===== config.mk =====
export PLATFORM = sky130hd
export DESIGN_NAME = serial_subtractor
export DESIGN_NICKNAME = d
export VERILOG_FILES = /design/src/rtl/serial_subtractor.sv
export SDC_FILE = /design/constraint.sdc
export NUM_CORES = 1
export LEC_CHECK = 0
export BUFFER_PORTS_ARGS = -buffer_cell sky130_fd_sc_hd__buf_4
export CAP_MARGIN = 40
export CORE_MARGIN = 2
export CORE_UTILIZATION = 40
export DETAILED_ROUTE_END_ITERATION = 12
export PLACE_DENSITY_LB_ADDON = 0.12
export SYNTH_ARGS = -nofsm -noshare
export SYNTH_HDL_FRONTEND = slang
export SYNTH_SLANG_ARGS = --single-unit

===== constraint.sdc =====
create_clock -name clk -period 1 [get_ports clk]
set_input_delay 0.1 -clock clk [delete_from_list [all_inputs] [get_ports clk]]
set_output_delay 0.1 -clock clk [all_outputs]
set_load 0.02 [all_outputs]

===== src/rtl/serial_subtractor.sv =====
// ---------------------------------------------------------------------------
// serial_subtractor
//
// Bit-serial unsigned subtractor: Diff = A - B - Bin (modulo 2^WIDTH), one bit
// per clock, LSB first. A borrow flip-flop carries the borrow from one bit to
// the next. A start/busy/done handshake connects the block to a controlling FSM.
//
// Parameters
//   WIDTH  operand and result width in bits (>= 1)
//
// Ports
//   clk    rising-edge clock (the only clock domain)
//   rst    synchronous, active-high reset; takes priority over every input
//   start  request; sampled only while idle, ignored while running
//   A      minuend, captured on the accepting edge
//   B      subtrahend, captured on the accepting edge
//   Bin    borrow-in, captured on the accepting edge
//   busy   high while bits are being processed (state == RUN)
//   done   one-cycle pulse; Diff/Bout carry the new result in that cycle
//   Diff   difference modulo 2^WIDTH, held until the next completion or reset
//   Bout   final borrow; 1 iff A < B + Bin (unsigned)
//
// Latency from the accepting edge to the done cycle is WIDTH clocks. Partial
// results build up in an internal shift register. They are copied to Diff
// only on the last bit, so intermediate bits never appear on the output.
// ---------------------------------------------------------------------------
module serial_subtractor #(
  parameter int WIDTH = 4
) (
  input  logic             clk,
  input  logic             rst,
  input  logic             start,
  input  logic [WIDTH-1:0] A,
  input  logic [WIDTH-1:0] B,
  input  logic             Bin,
  output logic             busy,
  output logic             done,
  output logic [WIDTH-1:0] Diff,
  output logic             Bout
);

  // The bit counter needs at least one bit, so that WIDTH=1 still has a valid
  // register. RUN ends on the edge where the counter reaches WIDTH-1.
  localparam int CNT_W = (WIDTH > 1) ? $clog2(WIDTH) : 1;
  localparam logic [CNT_W-1:0] LAST_BIT = CNT_W'(WIDTH - 1);

  typedef enum logic [0:0] {
    IDLE = 1'b0,
    RUN  = 1'b1
  } state_t;

  // One-bit full subtractor. Returns {borrow_out, difference_bit}.
  function automatic logic [1:0] sub_bit(input logic a, input logic b, input logic bin);
    logic d;
    logic bo;
    d  = a ^ b ^ bin;
    bo = (~a & b) | (~(a ^ b) & bin);
    return {bo, d};
  endfunction

  state_t           state_r;
  logic [WIDTH-1:0] a_sr_r;
  logic [WIDTH-1:0] b_sr_r;
  logic [WIDTH-1:0] d_sr_r;
  logic             borrow_r;
  logic [CNT_W-1:0] cnt_r;
  logic             busy_r;
  logic             done_r;
  logic [WIDTH-1:0] diff_r;
  logic             bout_r;

  logic [1:0]       bit_s;      // {borrow_next, d} for the current bit
  logic [WIDTH-1:0] d_shift_s;  // d_sr after shifting in the current bit

  // Current bit of the subtraction, and the result register after that bit
  // is shifted into its MSB. On the last bit, d_shift_s is the full result.
  always_comb begin
    bit_s                = sub_bit(a_sr_r[0], b_sr_r[0], borrow_r);
    d_shift_s            = d_sr_r >> 1'b1;
    d_shift_s[WIDTH-1]   = bit_s[0];
  end

  // Control FSM and datapath registers. All outputs are registered here.
  always_ff @(posedge clk) begin
    if (rst) begin
      state_r  <= IDLE;
      a_sr_r   <= '0;
      b_sr_r   <= '0;
      d_sr_r   <= '0;
      borrow_r <= 1'b0;
      cnt_r    <= '0;
      busy_r   <= 1'b0;
      done_r   <= 1'b0;
      diff_r   <= '0;
      bout_r   <= 1'b0;
    end else begin
      case (state_r)
        IDLE: begin
          // done is a single-cycle pulse. It drops even when no new request arrives.
          done_r <= 1'b0;
          if (start) begin
            a_sr_r   <= A;
            b_sr_r   <= B;
            borrow_r <= Bin;
            d_sr_r   <= '0;
            cnt_r    <= '0;
            busy_r   <= 1'b1;
            state_r  <= RUN;
          end else begin
            busy_r  <= 1'b0;
            state_r <= IDLE;
          end
        end

        RUN: begin
          // start is not looked at here. Requests made while running are dropped.
          a_sr_r   <= a_sr_r >> 1'b1;
          b_sr_r   <= b_sr_r >> 1'b1;
          d_sr_r   <= d_shift_s;
          borrow_r <= bit_s[1];
          cnt_r    <= cnt_r + CNT_W'(1);
          if (cnt_r == LAST_BIT) begin
            diff_r  <= d_shift_s;
            bout_r  <= bit_s[1];
            done_r  <= 1'b1;
            busy_r  <= 1'b0;
            state_r <= IDLE;
          end else begin
            done_r  <= 1'b0;
            busy_r  <= 1'b1;
            state_r <= RUN;
          end
        end

        default: begin
          state_r <= IDLE;
          busy_r  <= 1'b0;
          done_r  <= 1'b0;
        end
      endcase
    end
  end

  assign busy = busy_r;
  assign done = done_r;
  assign Diff = diff_r;
  assign Bout = bout_r;

endmodule

==> implementation parameters, run 1 <==
Parameter                              Value

Power
  Leak Pwr ... 0.000485 uW
  Part of the total power dissipated in the clock network ... roughly a quarter
  Internal power ... about 1200 uW
  Power density cells ... between 1000 and 1500 nW/um^2
  Net switching power ... 406 uW
  Max rail drop VDD ... 834 uV
  Sw frac ... about a quarter
  Portion of total power attributed to sequential cells ... a little under three fifths
  Share of power burned in combinational logic ... roughly 17%

Synthesis
  FF+latch count, synth ... 21
  Yosys cell types ... 21
  Number of nets in the synthesized netlist ... 106
  Sequential cell area fraction in the yosys report ... approximately 46%
  Share of the synthesized area in the top cell type ... between 40% and 50%
  Largest area contributor in the netlist ... sky130_fd_sc_hd__dfxtp_1
  Synthesized area divided by synthesized cell count ... ~10 sq um
  Count of warnings emitted by yosys ... 0
  Number of instances in the synthesized netlist ... between 90 and 100
  Top post-synthesis cells by area ... sky130_fd_sc_hd__dfxtp_1, sky130_fd_sc_hd__mux2i_1, sky130_fd_sc_hd__a21oi_1
  Post-synth design cell area ... 917 sq um

Critical path
  CP max stage cell ... sky130_fd_sc_hd__fa_2
  Register-to-register path setup slack ... -160 ps
  Origin of the critical flop-to-flop path ... a_sr_r[0]
  Setup crit start kind ... register
  CP Capture Type ... register
  Ordered cell list for the critical path ... fa_2 -> nand2_1 -> a21oi_2
  Required time at the endpoint of the critical path ... 1240 ps
  R2R depth ... 3
  Maximum net fanout on the critical path ... 2
  Crit-path leading delay family ... adder cells
  Start point of the critical path ... a_sr_r[0]
  Type of the setup path with the least slack ... reg2reg
  Critical Path AT ... around 1400 ps
  Number of buffers and inverters on the critical path ... 0
  Worst R2R End ... d_sr_r[3]
  Max incr delay on CP ... 570 ps

Detailed routing
  Iter 0 DRT Violations ... 9
  Post-detailed-route wirelength per cell ... roughly 12 microns
  DRC violation count after routing ... 0
  Routed Antenna Nets ... 0
  Vias per Instance ... between 4 and 5
  Iteration count of the initial detailed-routing pass ... 4
  Vias after detailed routing ... between 700 and 800
  Routed WL ... roughly 1700 microns

STA
  Highest clock frequency the design can meet ... about 0.86 GHz
  Clock Skews ... approximately 6.2 ps
  Setup Viol. Count Final ... 10
  Unrepaired setup endpoints after global routing ... true
  Final clock period utilization by the worst path ... 116%
  Slack of the critical path ... -164 ps
  Slew Limit Fails ... 0
  Final Critical Period ... ~1200 ps
  Final setup TNS ... -534 ps
  Final worst hold slack ... 81.8 ps
  Transition time at the pin with the least slew margin ... roughly 230 ps
  Max_slew headroom ... a little over four fifths
  Final Hold Vio Count ... 0

Floorplanning
  Area of the core ... about 2200 sq um
  Starting utilization of the core area ... around two fifths
  Full die area ... 2690 sq um
  Die boundary height ... ~52 microns
  Number of standard-cell rows in the floorplan ... 17
  Die outline width ... 51.9 microns
  Boundary pin count ... 19

Place
  IO Port Bufs ... 18
  Final GP Congestion ... 0.652
  Total placed cells including tap cells ... around 140
  Post-DP HPWL ... around 1100 microns

CTS
  Number of H-tree levels ... 1
  Max Root-Sink Buffers ... 2
  Clock latency of the later-clocked register in the worst-skew pair ... 300 ps
  Clock sink count ... 21
  Num CTS Buffers ... 3
  Clock tree from TritonCTS ... yes
  Library cell used as clock root buffer ... sky130_fd_sc_hd__clkbuf_4
  Clock-pin slew on the worst setup and hold paths ... 120 ps

Cells and area
  Net count of the finished layout ... 130
  Ant diodes ... 0
  P&R area growth vs syn ... 28.6%
  Highest-count cells in the layout ignoring fill and taps ... sky130_fd_sc_hd__buf_4, sky130_fd_sc_hd__dfxtp_1, sky130_fd_sc_hd__a21oi_1
  Final cell count without fillers ... around 140
  Most common cell after layout, fill and taps aside ... sky130_fd_sc_hd__buf_4
  Area of combinational cells with multiple inputs ... ~460 sq um
  Fillers ... 215
  Register area ... around 430 sq um
  Layout cells sized above 1 ... about two fifths

Flow run
  Max-cap check violation count ... 0

Hold path
  Classification of the worst-slack hold path ... in2reg
  Min-Delay Endpoint ... b_sr_r[3]
  Hold Path Cell Cnt ... 3
  Min-Delay Startpoint ... B[3]

Global routing
  Antenna violations before repair ... 0
  GRT Util Overall ... between 10% and 20%
  Global-route wire length before repair ... around 2800 microns
  Largest net degree at the start of global routing ... 22
  Congestion Overflow GR ... 0
  Number of global-route vias before repair ... 656

Status
  Run status ... finished, violations left
  Failing checks ... negative setup slack
flip-flops by register name, indices dropped and copies added, names as in the netlist:
signal,count
Diff,4
a_sr_r,4
b_sr_r,4
d_sr_r,3
cnt_r,2
Bout,1
borrow_r,1
busy,1
done,1
worst register-to-register path: cells and delay by family (launching register included):
kind	cells	cell delay [ps]
flip-flops	1	350
AO/OA/AOI/OAI	1	120
AND/OR/NAND/NOR	1	70
adder cells (fa/ha/maj)	1	570
what timing repair did:
| action | 4_1_cts | 5_1_grt |
|---|---|---|
| setup endpoints to repair | 11 | 17 |
| cloned | 0 | 0 |
| pin swaps | 12 | 6 |
| gates resized for setup | 6 | 8 |
| hold buffers | 0 | 0 |
| setup buffers | 4 | 0 |
synthesized netlist by cell type (all sizes together):
cell and n:
a21bo 4, nand2 5, a21o 1, nor2b 6, fa 1, ha 1
a211oi 6, a311oi 1, nor3 2, nor2 1, or3b 5, nand2b 3
inv 3, clkbuf 2, dfxtp 21, buf 5, mux2i 9, nand3 4
a21oi 12
worst max path at each step:
stage                endpoint  slack (ps)  cells after the start
floorplan             Diff[3]         -80                      4
global placement    d_sr_r[3]        -120                      4
detailed placement    Diff[3]        -130                      4
CTS                   Diff[3]        -160                      4
global route          Diff[3]        -230                      3
finish              d_sr_r[3]        -160                      3
logic make-up (layout without fill, tap and decap cells):
logic type / after synthesis / after routing / synth area share, %
and+or+nand+nor: 26 / 26 / 16.6
AOI/OAI and AO/OA: 24 / 24 / 18.0
muxes: 9 / 9 / 9.82
DFF: 21 / 21 / 45.8
buffers and inverters: 10 / 33 / 6.14
adders and majority gates: 2 / 2 / 3.55
routing by layer:
metal,GRT usage [%],vias to the layer above,part of all wire [%]
met5,0,-,0
met4,7.89,0,0.71
met3,3.45,2,3.1
met2,20.7,10,44
met1,19.3,323,52
li1,-,369,-
layout make-up:
type / count / area share, %
multi-input cells: 61 / 38.9
inverters: 3 / 0.954
well taps: 28 / 2.97
repair buffers: 26 / 18.5
clock inverters: 1 / 0.424
flip-flops and latches: 21 / 36.4
clock buffers: 3 / 1.91
stage by stage:
step                      power [uW]  cell area (sq um)  util [%]  worst slack [ps]
final                           1590               1180      53.9              -164
after global routing            1680               1180      53.9              -229
after CTS                       1600               1160      53.1              -157
after detailed placement        1160               1080      49.3              -125
after global placement          1150               1080      49.3              -115
after floorplan                 1080                931         -             -82.2
power groups by stage:
stage               combinational, uW  sequential, uW  clock (uW)
floorplan                         155             926           0
global placement                  218             935           0
detailed placement                219             937           0
CTS                               266             909         427
global route                      308             918         458
finish                            274             912         401
Power figures use the tool's default switching activity.
==> inputs of run 2 (changes only) <==
==> constraint.sdc (replaced) <==
create_clock -name clk -period 1.1 [get_ports clk]
set_input_delay 0.11 -clock clk [delete_from_list [all_inputs] [get_ports clk]]
set_output_delay 0.11 -clock clk [all_outputs]
set_load 0.02 [all_outputs]
==> run 2 against run 1 <==
Compared with the run above: the run still ends with negative setup slack left; die area did not move; routed wire length grew 4.8%; via count up 0.99%; clock skew rose by 2.9 ps; final cell count decreased by 2.1%; sequential share of layout area grew 0.84 points; non-clock buffer count fell by 3; highest routed layer unchanged; global-route usage is 0.53 points lower; largest cell class unchanged; count of clock-buffer cells in the layout did not move; combinational power down 23%; sequential power shrank 8.0%; power fell by 11%.
==> implementation parameters, run 2 (same netlist as run 1, synthesis figures left out) <==
Parameter                              Value

CTS
  Number of hold buffers added after CTS ... 0
  Clock-pin slew on the worst setup and hold paths ... 120 ps
  Clock latency of the later-clocked register in the worst-skew pair ... approximately 300 ps
  Number of H-tree levels ... 1
  Clock tree from TritonCTS ... yes
  Max Root-Sink Buffers ... 2
  Library cell used as clock root buffer ... sky130_fd_sc_hd__clkbuf_4
  Num CTS Buffers ... 3
  Clock sink count ... 21

STA
  Final clock period utilization by the worst path ... 105%
  Max_slew headroom ... 83.7%
  Final Critical Period ... about 1200 ps
  Final Hold Vio Count ... 0
  Clock Skews ... 9.18 ps
  Transition time at the pin with the least slew margin ... between 200 and 250 ps
  Unrepaired setup endpoints after global routing ... true
  Slack of the critical path ... -59.2 ps
  Highest clock frequency the design can meet ... 0.863 GHz
  Slew Limit Fails ... 0
  Setup Viol. Count Final ... 3

Global routing
  GRT Util Overall ... around 14%
  Largest net degree at the start of global routing ... 22
  Antenna violations before repair ... 0
  Global-route wire length before repair ... 2690 microns
  Number of global-route vias before repair ... 612
  Congestion Overflow GR ... 0

Status
  Failing checks ... negative setup slack
  Run status ... finished, violations left

Floorplanning
  Number of standard-cell rows in the floorplan ... 17
  Full die area ... about 2700 sq um
  Boundary pin count ... 19
  Area of the core ... about 2200 sq um
  Die outline width ... slightly above 50 microns
  Starting utilization of the core area ... between 40% and 50%
  Die boundary height ... about 52 microns

Detailed routing
  Iter 0 DRT Violations ... 6
  Vias after detailed routing ... 711
  Routed Antenna Nets ... 0
  Post-detailed-route wirelength per cell ... roughly 13 microns
  DRC violation count after routing ... 0
  Vias per Instance ... 5.08
  Routed WL ... between 1500 and 2000 microns
  Iteration count of the initial detailed-routing pass ... 3

Critical path
  Maximum net fanout on the critical path ... 2
  Required time at the endpoint of the critical path ... 1350 ps
  Setup crit start kind ... register
  Critical Path AT ... ~1400 ps
  Type of the setup path with the least slack ... reg2reg
  CP Capture Type ... register

Power
  Portion of total power attributed to sequential cells ... around 59%
  Part of the total power dissipated in the clock network ... approximately 26%
  Share of power burned in combinational logic ... between 10 and 15%
  Net switching power ... 359 uW
  Sw frac ... about a quarter
  Leak Pwr ... between 0.0004 and 0.0005 uW
  Internal power ... ~1100 uW
  Power density cells ... between 1000 and 1500 nW/um^2
  Max rail drop VDD ... about 1100 uV

Cells and area
  Net count of the finished layout ... 127
  Highest-count cells in the layout ignoring fill and taps ... sky130_fd_sc_hd__buf_4, sky130_fd_sc_hd__dfxtp_1, sky130_fd_sc_hd__a21oi_1
  Ant diodes ... 0
  Core occupancy in the finished layout ... a little over half
  Final cell count without fillers ... 140
  Most common cell after layout, fill and taps aside ... sky130_fd_sc_hd__buf_4
  Final cell area excluding filler cells ... roughly 1100 sq um
  P&R area growth vs syn ... 25.4%
  Layout cells sized above 1 ... about a third

Place
  IO Port Bufs ... 18
  Total placed cells including tap cells ... ~140
  Post-DP HPWL ... about 1200 microns
  Final GP Congestion ... 0.690
  Cell area reported after detailed placement ... between 1000 and 1500 sq um

Flow run
  Max-cap check violation count ... 0

Hold path
  Classification of the worst-slack hold path ... in2reg
## run 2: worst paths after layout
check / start / to / slack (ps) / depth (start not counted)
setup / recovery: b_sr_r[0] / Diff[3] / -60 / 4
hold / removal: Bin / borrow_r / 100 / 3
setup reg to reg: b_sr_r[0] / Diff[3] / -60 / 4
hold reg to reg: d_sr_r[3] / d_sr_r[2] / 480 / 2
## run 2: layer usage
metal / up-vias / wire, microns / global-route usage, %
li1: 365 / - / -
met1: 332 / 809 / 16.1
met2: 12 / 883 / 23.2
met3: 2 / 70 / 5.17
met4: 0 / 12 / 3.95
met5: - / 0 / 0
## run 2: layout make-up
class	count	area, sq um
inverter	3	11.3
clock inverter	1	5.00
clock buffer	3	22.5
tap	28	35.0
fill	218	1040
sequential	21	428
multi-input combinational	61	447
timing repair buffer	23	201
## run 2: through the flow
stage / setup slack, ps / setup TNS [ps] / hold slack, ps / total power [uW]
floorplan: 6.04 / 0 / 249 / 981
global placement: -24.2 / -53.9 / 402 / 1050
detailed placement: -60.6 / -197 / 426 / 1060
CTS: -65.6 / -176 / 97.5 / 1430
global route: -111 / -410 / 98.6 / 1490
finish: -59.2 / -134 / 101 / 1410
## run 2: critical path, cell delays in order (launching register included)
cell and delay (ps):
sky130_fd_sc_hd__dfxtp_2 360, sky130_fd_sc_hd__inv_2 40, sky130_fd_sc_hd__fa_1 520, sky130_fd_sc_hd__nand3_1 90, sky130_fd_sc_hd__a21oi_2 110
## run 2: repair_timing
item,CTS,global route
setup endpoints to repair,8,8
pin swaps,3,1
gates resized for setup,4,4
buffers inserted,0,1
## run 2: power by group through the flow
stage          Clock [uW]  Combinational (uW)  Sequential, uW
2_1_floorplan           0                 140             841
3_3_place_gp            0                 198             851
3_5_place_dp            0                 203             854
4_1_cts               382                 205             838
5_1_grt               411                 232             845
6_report              363                 210             839
